**config.mk**
```make
export PLATFORM = sky130hd
export DESIGN_NAME = flap_input_ctrl
export DESIGN_NICKNAME = d
export VERILOG_FILES = /design/src/rtl/flap_input_ctrl.sv
export SDC_FILE = /design/constraint.sdc
export NUM_CORES = 1
export LEC_CHECK = 0
export BUFFER_PORTS_ARGS = -buffer_cell sky130_fd_sc_hd__clkbuf_2
export CAP_MARGIN = 25
export CORE_AREA = 2 2 39 41
export DETAILED_ROUTE_END_ITERATION = 8
export DIE_AREA = 0 0 41 43
export GPL_ROUTABILITY_DRIVEN = 0
export PLACE_DENSITY = 0.67
export RECOVER_POWER = 50
export SETUP_SLACK_MARGIN = 0.3
export SYNTH_ARGS = -nofsm -noshare
export SYNTH_HDL_FRONTEND = slang
export SYNTH_SLANG_ARGS = --single-unit
```
**constraint.sdc**
```tcl
create_clock -name clk -period 1.5 [get_ports clk]
set_input_delay 0.3 -clock clk [delete_from_list [all_inputs] [get_ports clk]]
set_output_delay 0.3 -clock clk [all_outputs]
set_load 0.01 [all_outputs]
```
**src/rtl/flap_input_ctrl.sv**
```systemverilog
// flap_input_ctrl
//   Front end of the bird datapath. It turns the raw, bouncy, asynchronous
//   flap push-button into one clean flap request per press. It also generates
//   the game-rate tick strobe that paces bird-row updates. A request is held
//   until the next tick consumes it, so taps between slow game steps are kept.
//
// Parameters
//   DEBOUNCE_CYCLES : cycles a new synchronized level must persist (>= 2)
//   TICK_W          : prescaler width; tick period is 2**TICK_W cycles
//
// Ports
//   clk        in   system clock, single domain
//   reset      in   synchronous, active-high (also pulsed after each point)
//   key_n      in   raw push-button, active-low, asynchronous to clk
//   startGame  in   game-running enable; 0 freezes pacing and drops presses
//   tick       out  one-cycle game-step strobe
//   flap       out  pending flap request (level, registered)
//   pressed    out  debounced button level, 1 = held
//
// Build option
//   FLAP_AUTOREPEAT_EN : when defined, a held button requests a flap on every
//                        tick instead of once per press.
module flap_input_ctrl #(
  parameter int DEBOUNCE_CYCLES = 16,
  parameter int TICK_W          = 8
) (
  input  logic clk,
  input  logic reset,
  input  logic key_n,
  input  logic startGame,
  output logic tick,
  output logic flap,
  output logic pressed
);

  localparam int DCNT_W = $clog2(DEBOUNCE_CYCLES);
  localparam logic [DCNT_W-1:0] DCNT_MAX = DCNT_W'(DEBOUNCE_CYCLES - 1);

  logic              sync1_r;
  logic              sync2_r;
  logic              db_r;
  logic              db_q_r;
  logic [DCNT_W-1:0] dcnt_r;
  logic [TICK_W-1:0] tcnt_r;
  logic              flap_r;

  logic              press_evt_s;
  logic              request_s;
  logic              tick_s;
  logic              flap_next_s;

  // Two-flop synchronizer on the inverted (active-high) button level.
  always_ff @(posedge clk) begin
    if (reset) begin
      sync1_r <= 1'b0;
      sync2_r <= 1'b0;
    end else begin
      sync1_r <= ~key_n;
      sync2_r <= sync1_r;
    end
  end

  // Debouncer: accept a new level only after it has differed for
  // DEBOUNCE_CYCLES consecutive cycles; any return to db restarts the count.
  always_ff @(posedge clk) begin
    if (reset) begin
      db_r   <= 1'b0;
      dcnt_r <= {DCNT_W{1'b0}};
    end else if (sync2_r == db_r) begin
      db_r   <= db_r;
      dcnt_r <= {DCNT_W{1'b0}};
    end else if (dcnt_r == DCNT_MAX) begin
      db_r   <= sync2_r;
      dcnt_r <= {DCNT_W{1'b0}};
    end else begin
      db_r   <= db_r;
      dcnt_r <= dcnt_r + DCNT_W'(1'b1);
    end
  end

  // Delayed debounced level for rising-edge detection.
  always_ff @(posedge clk) begin
    if (reset) begin
      db_q_r <= 1'b0;
    end else begin
      db_q_r <= db_r;
    end
  end

  // Game-rate prescaler; held at zero while the game is stopped so the
  // first tick always lands a full period minus one after start.
  always_ff @(posedge clk) begin
    if (reset) begin
      tcnt_r <= {TICK_W{1'b0}};
    end else if (startGame) begin
      tcnt_r <= tcnt_r + TICK_W'(1'b1);
    end else begin
      tcnt_r <= {TICK_W{1'b0}};
    end
  end

  // Press detection, tick decode and next value of the pending request.
  always_comb begin
    press_evt_s = db_r & ~db_q_r;
`ifdef FLAP_AUTOREPEAT_EN
    request_s   = press_evt_s | db_r;
`else
    request_s   = press_evt_s;
`endif
    tick_s      = startGame & (&tcnt_r);
    // A tick consumes the current request; a press in that same cycle
    // re-arms it for the following window.
    flap_next_s = startGame & (request_s | (flap_r & ~tick_s));
  end

  // Pending flap request register.
  always_ff @(posedge clk) begin
    if (reset) begin
      flap_r <= 1'b0;
    end else begin
      flap_r <= flap_next_s;
    end
  end

  assign tick    = tick_s;
  assign flap    = flap_r;
  assign pressed = db_r;

endmodule

```
==> implementation parameters <==
Parameter                              Value

Placement
  Placed Instances    a little under 90
  Count of buffers inserted at the top-level ports    6
  Estimated wirelength of the detail-placed design    732 um

Global routing
  Global-route total usage across every layer    0.178
  Number of global-route vias before repair    487
  Global-route wire length before repair    between 2000 and 2500 um
  Number of antenna violations at the first check in global routing    0
  Pin count of the biggest net entering global routing    11
  Grt ovf    0

Hold path
  Worst min path class    in -> reg
  Launch point of the worst hold path    key_n
  Worst Hold Path EP    sync1_r
  Hold Path Stages    2

Worst setup path
  Worst setup path class    reg -> out
  Arrival time at the worst endpoint    roughly 1.1 ns
  Kind of launch point of the worst setup path    register
  Worst-case reg-to-reg path depth    5
  CP Max Fanout    3
  Endpoint kind of the worst setup timing path    output port
  Minimum setup slack among reg-to-reg paths    ~0.29 ns
  Terminus of the critical flop-to-flop path    tcnt_r[6]
  Critical path data required time    between 1 and 1.5 ns
  Launch point of the worst reg-to-reg path    tcnt_r[0]

Route
  DR pass1 iterations    4
  Antenna viol nets, final    0
  Drt total wl    1140 um
  Max Used Layer    met4
  Average vias per placed instance    5.02
  Vias    482
  Post-route DRC    0
  Wl on met1    about 480 um
  WL met2    between 500 and 600 um
  Mean routed wirelength per cell    11.9 um
  DRC marker count from the first detailed-route iteration    9
  Detailed-routed wire length on met3    around 46 um

Final layout
  Layout overhead on the synthesized area    26.7%
  Layout cells sized above 1    0.338
  Number of nets at the end of the flow    slightly below 90
  Number of fill cells in the layout    approximately 120
  Fraction of the core area covered by cells at the end of the flow    0.583
  Cell Count, Final, Fillers Out    between 90 and 100
  Antenna diode count    0

Yosys
  Number of flops mapped to enable cells by yosys    0
  Register bit total from synthesis    17
  Area fraction of the dominant cell type after synthesis    0.534
  Combined area of all synthesized cells    637 um^2
  Predominant post-synthesis flop cell    sky130_fd_sc_hd__dfxtp_1
  Adder-cell share of the synthesized area    0.0393
  Fraction of registers with async set/reset    0
  Multiplexer area fraction after synthesis    0.0157
  Xor/xnor share of the synthesized area    0.0825
  Gate count of the mapped netlist    66
  Synth Area per Inst    around 9.6 um^2
  Top cells by instance count after synthesis    sky130_fd_sc_hd__dfxtp_1, sky130_fd_sc_hd__nor2_1, sky130_fd_sc_hd__nand3_1, sky130_fd_sc_hd__xor2_1, sky130_fd_sc_hd__nand2_1
  Compound-Gate Fraction of Synth Area    0.0668
  Simple-gate share of the synthesized area    0.244
  Sequential share of the synthesized area    0.534
  Total number of yosys warnings    0
  Ranking of synthesized cells by area    sky130_fd_sc_hd__dfxtp_1, sky130_fd_sc_hd__xor2_1, sky130_fd_sc_hd__nor2_1
  Cell with the most instances after synthesis    sky130_fd_sc_hd__dfxtp_1
  Dominant combinational cell family by area after synthesis    simple AND/OR/NAND/NOR gates
  Synthesized net count    between 70 and 80
  Count of unique library cells instantiated by Yosys    22
  Cell type with the highest aggregate area in the netlist    sky130_fd_sc_hd__dfxtp_1

STA
  Portion of the clock cycle consumed by the worst path in the final layout    0.961
  Worst slew slack as a fraction of its limit    0.756
  RSZ-0062 raised after global routing    true
  Worst-margin pin slew    ~0.37 ns
  Final setup violation count    0
  Final critical delay including setup and external delays    approximately 1.4 ns
  Final Slew Violations    0
  Achievable Freq    a little under 0.7 GHz
  Final Skew    about 0.005 ns
  Total negative setup slack    0 ns
  Hold violation count in the final report    0

Die
  Starting utilization of the core area    0.460
  Vert. Die Dim    roughly 43 um
  Number of placement rows    14
  Area of the placeable core    ~1400 um^2
  Horizontal die dimension    a little over 40 um
  Area of the die    around 1800 um^2
  Boundary pin count    7

CTS
  Hold buffer count at cts    0
  Clock tree buffer depth    2
  Buffer cell driving the clock tree root    sky130_fd_sc_hd__clkbuf_4
  Clock latency reported for the late side of the worst-skew pair    approximately 0.30 ns
  Number of buffers created by CTS    3
  Clock input transition at the sequential cells of the worst setup and hold paths    ~0.1 ns
  CTS tree    done
  Number of clock sinks seen by CTS    17
  Number of levels in the clock H-tree    1

Pwr
  Total Power    roughly 0.73 mW
  Worst IR Drop VDD    between 0.5 and 0.6 mV
  Power per Cell Area    about 900 nW/um^2
  Leakage power summed over all cells    0.360 nW

Flow run
  Reported max-cap violation count    0

Run status
  Run status    finished, final reports clean
[through the flow]
step	hold WS, ns	cell area, um^2	setup slack (ns)
2_1_floorplan	0.367	642	0.343
3_3_place_gp	0.420	696	0.228
3_5_place_dp	0.433	696	0.206
4_1_cts	0.144	801	0.0453
5_1_grt	0.125	807	0.00312
6_report	0.143	807	0.0582
[worst max path at each step]
stage / start / to / slack [ns] / cells after the start
after floorplan: tcnt_r[0] / tick / 0.34 / 3
after global placement: tcnt_r[0] / tick / 0.23 / 4
after detailed placement: tcnt_r[0] / tick / 0.21 / 4
after CTS: tcnt_r[5] / tick / 0.05 / 3
after global routing: tcnt_r[0] / tick / 0.003 / 4
final: tcnt_r[0] / tick / 0.06 / 4
[routing by layer]
metal / GRT usage / vias to the layer above
met3: 0.0471 / 5
li1: - / 247
met4: 0.100 / 0
met2: 0.259 / 11
met1: 0.229 / 219
met5: 0 / -
[registers in the layout (all words and copies together), names as in the netlist]
signal,count
sync1_r,1
pressed,1
sync2_r,1
tcnt_r,8
flap,1
dcnt_r,4
db_q_r,1
[repair_timing]
action,in CTS,in global routing
setup buffers,4,0
setup endpoints to repair,1,5
endpoints found under the hold margin,0,0
pin swaps,3,3
resized for setup,14,5
[power by group]
group          switching (mW)  total (mW)  internal (mW)
registers             0.00432       0.456          0.452
logic                  0.0117      0.0208        0.00916
clock network           0.150       0.250         0.0996
total                   0.166       0.727          0.561
[cell usage in the layout, fill, tap and decap left out, drive strengths merged]
cell    Yosys  final
a21oi       3      3
and2        1      1
and3b       1      1
buf         0      6
clkbuf      1      8
clkinv      0      1
dfxtp      17     17
ha          2      2
inv         2      2
mux2i       1      1
nand2       4      4
nand2b      1      1
nand3       5      5
nand3b      1      1
nand4       1      1
nor2       10     10
nor2b       2      2
nor3        1      1
o21ai       3      3
o32ai       1      1
or3         3      3
xnor2       1      1
xor2        5      5
[critical path, cell delays in order, from the launching register on]
cell and delay, ns:
sky130_fd_sc_hd__dfxtp_2 0.37, sky130_fd_sc_hd__ha_4 0.15, sky130_fd_sc_hd__nand2_4 0.06, sky130_fd_sc_hd__nor3_4 0.11, sky130_fd_sc_hd__buf_2 0.15
[cell type report]
class | instances | area, um^2 | share of cell area
clock buffer | 3 | 22.5 | 0.0279
inverter | 2 | 7.51 | 0.00930
multi-input combinational | 46 | 329 | 0.408
clock inverter | 1 | 5.00 | 0.00620
sequential | 17 | 357 | 0.442
timing repair buffer | 11 | 66.3 | 0.0822
tap | 16 | 20.0 | 0.0248
[cells by family (layout without fill, tap and decap cells)]
family,Yosys count,count (layout)
muxes,1,1
AOI/OAI and AO/OA,7,7
adders and majority gates,2,2
DFF,17,17
and+or+nand+nor,30,30
xor gates and xnor gates,6,6
buffers and inverters,3,17
(Power assumes the default switching activity.)
